File: src/rtl/rf_write_sequencer_if.sv
// rf_write_sequencer_if: producer A/B request channels plus the register file write port
// and pending-write bitmap of rf_write_sequencer.
interface rf_write_sequencer_if #(
    parameter int N    = 32,
    parameter int ADDR = 5
);
    logic                 A_Valid_i;
    logic [ADDR-1:0]      A_Reg_i;
    logic [N-1:0]         A_Data_i;
    logic                 A_Ready_o;
    logic                 B_Valid_i;
    logic [ADDR-1:0]      B_Reg_i;
    logic [N-1:0]         B_Data_i;
    logic                 B_Ready_o;
    logic                 Reg_Write_o;
    logic [ADDR-1:0]      Write_Register_o;
    logic [N-1:0]         Write_Data_o;
    logic [2**ADDR-1:0]   Pending_o;
    logic                 Full_o;

    modport master (
        output A_Valid_i, A_Reg_i, A_Data_i, B_Valid_i, B_Reg_i, B_Data_i,
        input  A_Ready_o, B_Ready_o, Reg_Write_o, Write_Register_o, Write_Data_o, Pending_o, Full_o
    );

    modport slave (
        input  A_Valid_i, A_Reg_i, A_Data_i, B_Valid_i, B_Reg_i, B_Data_i,
        output A_Ready_o, B_Ready_o, Reg_Write_o, Write_Register_o, Write_Data_o, Pending_o, Full_o
    );
endinterface

File: src/rtl/rf_write_sequencer.sv
// rf_write_sequencer: arbitrates two write-back producers into a FIFO that drives the register file
// write port one entry per cycle. WB_BYPASS_EN: a request accepted into an empty FIFO writes in the same cycle.
module rf_write_sequencer #(
    parameter int N          = 32,
    parameter int ADDR       = 5,
    parameter int DEPTH      = 4,
    parameter int STARVE_LIM = 3
) (
    input logic                 clk,
    input logic                 reset,
    rf_write_sequencer_if.slave bus
);
    localparam int PW = $clog2(DEPTH);
    localparam int CW = PW + 1;
    localparam int SW = $clog2(STARVE_LIM + 1);
    localparam int NR = 2 ** ADDR;

    logic [ADDR-1:0] r_mem_reg  [DEPTH];
    logic [N-1:0]    r_mem_data [DEPTH];
    logic [PW-1:0]   r_rd_ptr;
    logic [PW-1:0]   r_wr_ptr;
    logic [CW-1:0]   r_count;
    logic [SW-1:0]   r_starve;

    logic            w_empty;
    logic            w_full;
    logic            w_pop;
    logic            w_space;
    logic            w_grant_b;
    logic            w_ready_a;
    logic            w_ready_b;
    logic            w_acc_a;
    logic            w_acc_b;
    logic            w_accept;
    logic            w_bypass;
    logic            w_push;
    logic [ADDR-1:0] w_req_reg;
    logic [N-1:0]    w_req_data;
    logic [ADDR-1:0] w_head_reg;
    logic [N-1:0]    w_head_data;
    logic [NR-1:0]   w_pending;

    assign w_empty   = r_count == '0;
    assign w_full    = r_count == CW'(DEPTH);
    assign w_pop     = !w_empty;
    // Readies are forced low while reset is held, independent of producer activity
    assign w_space   = reset & (!w_full | w_pop);
    assign w_grant_b = bus.B_Valid_i & (!bus.A_Valid_i | (r_starve == SW'(STARVE_LIM)));
    assign w_ready_a = !w_grant_b & w_space;
    assign w_ready_b = w_grant_b & w_space;
    assign w_acc_a   = bus.A_Valid_i & w_ready_a;
    assign w_acc_b   = bus.B_Valid_i & w_ready_b;
    assign w_accept  = w_acc_a | w_acc_b;
    assign w_req_reg  = w_acc_b ? bus.B_Reg_i  : bus.A_Reg_i;
    assign w_req_data = w_acc_b ? bus.B_Data_i : bus.A_Data_i;

`ifdef WB_BYPASS_EN
    assign w_bypass = w_empty & w_accept;
`else
    assign w_bypass = 1'b0;
`endif

    assign w_push      = w_accept & !w_bypass;
    assign w_head_reg  = r_mem_reg[r_rd_ptr];
    assign w_head_data = r_mem_data[r_rd_ptr];

    assign bus.A_Ready_o        = w_ready_a;
    assign bus.B_Ready_o        = w_ready_b;
    assign bus.Reg_Write_o      = w_bypass ? (w_req_reg != '0) : (w_pop & (w_head_reg != '0));
    assign bus.Write_Register_o = w_bypass ? w_req_reg  : (w_pop ? w_head_reg  : '0);
    assign bus.Write_Data_o     = w_bypass ? w_req_data : (w_pop ? w_head_data : '0);
    assign bus.Pending_o        = w_pending;
    assign bus.Full_o           = w_full;

    // Walk the occupied slots from the head; register 0 never counts as pending
    always_comb begin
        w_pending = '0;
        for (int k = 0; k < DEPTH; k++)
            if (CW'(k) < r_count) w_pending[r_mem_reg[r_rd_ptr + PW'(k)]] = 1'b1;
        w_pending[0] = 1'b0;
    end

    always_ff @(posedge clk or negedge reset) begin
        if (!reset) begin
            r_rd_ptr <= '0;
            r_wr_ptr <= '0;
            r_count  <= '0;
            r_starve <= '0;
        end else begin
            if (w_pop) r_rd_ptr <= r_rd_ptr + PW'(1);
            if (w_push) r_wr_ptr <= r_wr_ptr + PW'(1);
            r_count  <= r_count + CW'(w_push) - CW'(w_pop);
            r_starve <= w_acc_b ? '0 :
                        (bus.B_Valid_i & (r_starve != SW'(STARVE_LIM))) ? r_starve + SW'(1) : r_starve;
        end
    end

    always_ff @(posedge clk) begin
        if (w_push) begin
            r_mem_reg[r_wr_ptr]  <= w_req_reg;
            r_mem_data[r_wr_ptr] <= w_req_data;
        end
    end
endmodule

File: src/flat_wrapper.sv
// flat-port wrapper written by rule: the top's interface ports become plain ports
module rf_write_sequencer_flat 
#(
    parameter int N          = 32,
    parameter int ADDR       = 5,
    parameter int DEPTH      = 4,
    parameter int STARVE_LIM = 3
)
  (clk, reset, bus_A_Valid_i, bus_A_Reg_i, bus_A_Data_i, bus_B_Valid_i, bus_B_Reg_i, bus_B_Data_i, bus_A_Ready_o, bus_B_Ready_o, bus_Reg_Write_o, bus_Write_Register_o, bus_Write_Data_o, bus_Pending_o, bus_Full_o);
  rf_write_sequencer_if #(.N(N), .ADDR(ADDR)) bus_i ();
  input logic clk;
  input logic reset;
  input wire logic [$bits(bus_i.A_Valid_i)-1:0] bus_A_Valid_i;
  input wire logic [$bits(bus_i.A_Reg_i)-1:0] bus_A_Reg_i;
  input wire logic [$bits(bus_i.A_Data_i)-1:0] bus_A_Data_i;
  input wire logic [$bits(bus_i.B_Valid_i)-1:0] bus_B_Valid_i;
  input wire logic [$bits(bus_i.B_Reg_i)-1:0] bus_B_Reg_i;
  input wire logic [$bits(bus_i.B_Data_i)-1:0] bus_B_Data_i;
  output wire logic [$bits(bus_i.A_Ready_o)-1:0] bus_A_Ready_o;
  output wire logic [$bits(bus_i.B_Ready_o)-1:0] bus_B_Ready_o;
  output wire logic [$bits(bus_i.Reg_Write_o)-1:0] bus_Reg_Write_o;
  output wire logic [$bits(bus_i.Write_Register_o)-1:0] bus_Write_Register_o;
  output wire logic [$bits(bus_i.Write_Data_o)-1:0] bus_Write_Data_o;
  output wire logic [$bits(bus_i.Pending_o)-1:0] bus_Pending_o;
  output wire logic [$bits(bus_i.Full_o)-1:0] bus_Full_o;
  assign bus_i.A_Valid_i = bus_A_Valid_i;
  assign bus_i.A_Reg_i = bus_A_Reg_i;
  assign bus_i.A_Data_i = bus_A_Data_i;
  assign bus_i.B_Valid_i = bus_B_Valid_i;
  assign bus_i.B_Reg_i = bus_B_Reg_i;
  assign bus_i.B_Data_i = bus_B_Data_i;
  assign bus_A_Ready_o = bus_i.A_Ready_o;
  assign bus_B_Ready_o = bus_i.B_Ready_o;
  assign bus_Reg_Write_o = bus_i.Reg_Write_o;
  assign bus_Write_Register_o = bus_i.Write_Register_o;
  assign bus_Write_Data_o = bus_i.Write_Data_o;
  assign bus_Pending_o = bus_i.Pending_o;
  assign bus_Full_o = bus_i.Full_o;
  rf_write_sequencer #(.N(N), .ADDR(ADDR), .DEPTH(DEPTH), .STARVE_LIM(STARVE_LIM)) u_core (.clk(clk), .reset(reset), .bus(bus_i));
endmodule
File: config.mk
export PLATFORM = sky130hd
export DESIGN_NAME = rf_write_sequencer_flat
export DESIGN_NICKNAME = d
export VERILOG_FILES = /design/src/rtl/rf_write_sequencer_if.sv /design/src/rtl/rf_write_sequencer.sv /design/src/flat_wrapper.sv
export SDC_FILE = /design/constraint.sdc
export NUM_CORES = 1
export LEC_CHECK = 0
export ABC_AREA = 1
export BUFFER_PORTS_ARGS = -buffer_cell sky130_fd_sc_hd__buf_2
export CAP_MARGIN = 20
export CORE_ASPECT_RATIO = 2
export CORE_MARGIN = 1.5
export CORE_UTILIZATION = 54
export DETAILED_ROUTE_END_ITERATION = 8
export GPL_TIMING_DRIVEN = 0
export PLACE_DENSITY_LB_ADDON = 0.3
export SLEW_MARGIN = 40
export SYNTH_ARGS = -nofsm -noshare
export SYNTH_HDL_FRONTEND = slang
export SYNTH_SLANG_ARGS = --single-unit
File: constraint.sdc
create_clock -name clk -period 3.1 [get_ports clk]
set_input_delay 0.155 -clock clk [delete_from_list [all_inputs] [get_ports clk]]
set_output_delay 0.155 -clock clk [all_outputs]
set_load 0.02 [all_outputs]
==> results by group <==
Placed design
  • Worst setup timing slack at the placement stage: 0.102 ns
  • Routability Congestion: around 1
  • Input/output buffers: 149
  • Dpl cell area: approximately 10000 um2
  • Detailed Place HPWL: slightly above 20000 um
  • Number of cells after detailed placement: ~1.4k

Layout
  • Number of flip-flops under the largest register name: roughly 130
  • Count of placed standard cells in the final layout, fillers left out: around 1.4k
  • Post-layout util: 65.9%
  • FF+latch area: approximately 4700 um2
  • Area used by multi-input combinational logic: between 3000 and 4000 um2
  • Antenna Diode Count: 0
  • Total non-filler cell area in the finished layout: approximately 11000 um2
  • # nets final: 1314
  • Proportion of layout cells with a drive suffix above 1: about 22%
  • # fillers: 1345
  • Synthesis-to-finish area growth: 20.5%

Timing
  • Final Slew Violations: 0
  • Unrepaired setup endpoints after global routing: true
  • Min Clock Period, post-route: ~3.0 ns
  • Transition time at the pin with the least slew margin: approximately 0.8 ns
  • Post-route clock skew: about 0.0057 ns
  • Max frequency: roughly 330 MHz
  • Worst relative slew slack: 46.8%
  • Setup WS post-layout: 0.0913 ns
  • Part of the cycle the worst path needs: 97.1%
  • Total negative slack for setup checks: 0 ns
  • Final hold viol count: 0
  • Setup violators final: 0

Yosys
  • Share of cell area taken by muxes after synthesis: 0%
  • Yosys warning total: 0
  • Synthesized-area fraction occupied by and/or/nand/nor cells: between 30% and 40%
  • Sequential share of the synthesized area: approximately 53%
  • Synth Instances: 1049
  • Average footprint of a synthesized cell: between 8 and 9 um2
  • Adder-cell area share of the yosys netlist: under 10%
  • Syn Nets: around 1.1k
  • Number of storage elements in the synthesis netlist: 157
  • Fraction of synthesized cell area in xor and xnor cells: 0.297%
  • Area of the mapped netlist: 8850 um2
  • Synthesized-area fraction occupied by ao, oa, aoi and oai cells: under 10%
  • Number of distinct standard cells referenced by the synthesized netlist: 27
  • Main combinational cell family by area after synthesis: simple AND/OR/NAND/NOR gates

Die
  • Horiz. Die Dim: 93.5 um
  • Floorplan core area: between 15000 and 20000 um2
  • Ports: 151
  • Die outline height: around 180 um
  • Cell Rows: 66
  • Die Area: ~17000 um2
  • Starting utilization of the core area: a little over half

Run
  • Max_cap viols: 0

Global route
  • Vias in the first global route: between 7k and 8k
  • Largest net degree at the start of global routing: 18
  • First-pass GRT wire length: slightly above 40000 um
  • Initial antenna violation count: 0
  • Sum of overflow across all layers after global routing: 0
  • Total routing usage reported by global routing: 32.7%

Setup path
  • Critical R2R Capture: u_core.r_count[2]$_DFF_PN0_
  • Kind of end point of the critical path: output port
  • Critical path type: flop to output port
  • Maximum fanout along the worst path: 8
  • Top delay family on crit path: simple AND/OR/NAND/NOR gates
  • Nature of the critical path startpoint: flop
  • Arrival time of data at the critical path endpoint: roughly 2.9 ns
  • Required time at the worst-slack endpoint: just under 3 ns
  • Launch instance of the worst register-to-register path: u_core.r_count[2]$_DFF_PN0_
  • Top cell by count, worst path: sky130_fd_sc_hd__nor2_1
  • R2r setup slk: ~0.33 ns
  • Critical Path Max Stage Delay: roughly 0.60 ns
  • Combined buffer and inverter count along the critical path: 2
  • Cells along the critical path: inv_1, ha_1, a21oi_1, nand3_1, nor2_1, nor2_1, nand2_1, buf_2
  • Depth of the worst register-to-register path: 8
  • Slowest cell on the critical path: sky130_fd_sc_hd__dfrtp_1

Worst hold path
  • Min-delay src: bus_B_Data_i[23]
  • Hold Path Sink: u_core.r_mem_data[1][23]$_DFFE_PP_
  • Hold Path Cell Cnt: 3
  • Worst min-delay path category: primary input to flop

Route
  • Count of unresolved DRC violations after routing: 0
  • Vias after detailed routing: slightly above 8k
  • Initial detailed-routing violation count: 609
  • DR vias/cell: approximately 5.7
  • Drt first pass iters: 5
  • Drt wl/cell: around 19 um
  • Drt total wl: 27000 um
  • Post-route antenna net violation count: 0

Clock tree
  • Largest buffer count on any clock path: 2
  • Source-to-sink clock delay at the later pin of the worst-skew pair: ~0.43 ns
  • Buffer type at the clock tree root: sky130_fd_sc_hd__clkbuf_16
  • # clock sinks: approximately 160
  • TritonCTS clock tree: yes
  • Clock slew at reported path FFs: approximately 0.060 ns
  • Total clock buffers created by CTS: 17
  • Number of levels the H-tree was split into: 4

Status
  • Outcome: finished, final reports clean

Power and ir drop
  • Total power density per cell area: between 1000 and 1500 nW/um2
  • VDD IR max: between 0.8 and 0.9 mV
  • Leakage: about 4.6 nW
==> how the worst max path moves through the flow <==
stage | from | end | slack (ns) | cells past startpoint
after detailed placement | u_core.r_count[2]$_DFF_PN0_ | u_core.r_count[2]$_DFF_PN0_ | 0.10 | 8
after CTS | u_core.r_count[2]$_DFF_PN0_ | u_core.r_count[2]$_DFF_PN0_ | 0.09 | 8
after global routing | u_core.r_count[2]$_DFF_PN0_ | bus_Pending_o[8] | -0.06 | 8
after global placement | reset | u_core.r_mem_data[1][9]$_DFFE_PP_ | -0.88 | 3
final | u_core.r_count[2]$_DFF_PN0_ | bus_Pending_o[13] | 0.09 | 8
after floorplan | u_core.r_wr_ptr[0]$_DFFE_PN0P_ | u_core.r_mem_data[2][0]$_DFFE_PP_ | 0.45 | 4
==> final cells by class <==
cell class,count,area share (%)
buffer,57,3.37
clock buffer,17,3.99
clock inverter,15,1.37
inverter,43,1.51
multi-input combinational,792,34.6
sequential,157,43.8
tap,204,2.39
timing repair buffer,158,8.92
==> per-layer routing <==
metal / wire length (um) / share of wire (%) / global-route usage [%]
met1: 8830 / 33 / 31.6
met2: 15200 / 57 / 62.4
met3: 1370 / 5.1 / 5.21
met4: 1520 / 5.6 / 19.3
met5: 0 / 0 / 0
==> power by group <==
part	total, mW	internal [mW]	switching (mW)
Sequential	2.91	2.75	0.162
Combinational	6.55	1.91	4.64
Clock	2.02	1.18	0.839
==> what timing repair did <==
item | in CTS | in global routing
setup endpoints to repair | 0 | 14
gates resized for setup | 0 | 2
endpoints found under the hold margin | 9 | 0
hold buffers | 1 | 0
buffers inserted | 0 | 0
==> metrics by stage <==
step / total power, mW / hold slack, ns
after floorplan: 7.23 / -0.141
after global placement: 9.18 / 0.0465
after detailed placement: 9.40 / 0.0491
after CTS: 11.4 / 0.0518
after global routing: 12.2 / 0.0774
final: 11.5 / 0.0638
==> worst reg2reg max path: stages, from the launching register on <==
cell                       delay (ns)
sky130_fd_sc_hd__dfrtp_1         0.53
sky130_fd_sc_hd__nor3_2          0.60
sky130_fd_sc_hd__clkbuf_2        0.44
sky130_fd_sc_hd__inv_1           0.08
sky130_fd_sc_hd__ha_1            0.27
sky130_fd_sc_hd__inv_1           0.04
sky130_fd_sc_hd__ha_1            0.18
sky130_fd_sc_hd__fa_1            0.37
sky130_fd_sc_hd__xnor2_1         0.14
==> placed cells by master, fill, tap and decap left out, types with 4 or more instances in the layout <==
cell type,count
sky130_fd_sc_hd__nand2_1,321
sky130_fd_sc_hd__nor2_1,195
sky130_fd_sc_hd__nand3_1,185
sky130_fd_sc_hd__buf_2,177
sky130_fd_sc_hd__edfxtp_1,148
sky130_fd_sc_hd__inv_1,40
sky130_fd_sc_hd__a41oi_1,32
sky130_fd_sc_hd__clkbuf_16,17
sky130_fd_sc_hd__nand3_2,14
sky130_fd_sc_hd__nand2_2,13
sky130_fd_sc_hd__buf_6,10
sky130_fd_sc_hd__buf_4,9
sky130_fd_sc_hd__ha_1,9
sky130_fd_sc_hd__dfrtp_1,9
sky130_fd_sc_hd__clkbuf_1,7
sky130_fd_sc_hd__buf_16,6
sky130_fd_sc_hd__nor2_4,4
sky130_fd_sc_hd__clkinvlp_4,4
==> Yosys cell counts <==
| cell type | n | area (um2) |
|---|---|---|
| sky130_fd_sc_hd__dfrtp_1 | 9 | 225 |
| sky130_fd_sc_hd__inv_2 | 3 | 11.3 |
| sky130_fd_sc_hd__xor2_1 | 2 | 17.5 |
| sky130_fd_sc_hd__a41oi_1 | 32 | 280 |
| sky130_fd_sc_hd__a21boi_0 | 1 | 7.51 |
| sky130_fd_sc_hd__conb_1 | 1 | 3.75 |
| sky130_fd_sc_hd__o21ai_0 | 3 | 15.0 |
| sky130_fd_sc_hd__a21oi_1 | 3 | 15.0 |
| sky130_fd_sc_hd__buf_4 | 9 | 67.6 |
| sky130_fd_sc_hd__clkbuf_1 | 8 | 30.0 |
| sky130_fd_sc_hd__inv_1 | 40 | 150 |
| sky130_fd_sc_hd__edfxtp_1 | 148 | 4440 |
| sky130_fd_sc_hd__nand2_1 | 321 | 1200 |
| sky130_fd_sc_hd__ha_1 | 9 | 113 |
| sky130_fd_sc_hd__buf_6 | 10 | 113 |
| sky130_fd_sc_hd__nand3_1 | 185 | 926 |
| sky130_fd_sc_hd__buf_2 | 28 | 140 |
| sky130_fd_sc_hd__nor2_1 | 199 | 747 |
| sky130_fd_sc_hd__fa_1 | 1 | 20.0 |
| sky130_fd_sc_hd__xnor2_1 | 1 | 8.76 |
| sky130_fd_sc_hd__nand3_4 | 3 | 52.6 |
| sky130_fd_sc_hd__nor3_1 | 2 | 10.0 |
| sky130_fd_sc_hd__nor3_2 | 1 | 10.0 |
| sky130_fd_sc_hd__o21ai_1 | 1 | 5.00 |
| sky130_fd_sc_hd__nand3_2 | 14 | 140 |
| sky130_fd_sc_hd__buf_1 | 2 | 7.51 |
| sky130_fd_sc_hd__nand2_2 | 13 | 81.3 |
==> cells by family after synthesis <==
group,count (synthesis)
AOI/OAI and AO/OA,40
xor gates and xnor gates,3
other,1
DFF,157
buffers and inverters,100
adders and majority gates,10
and+or+nand+nor,738
(Power assumes the default switching activity.)
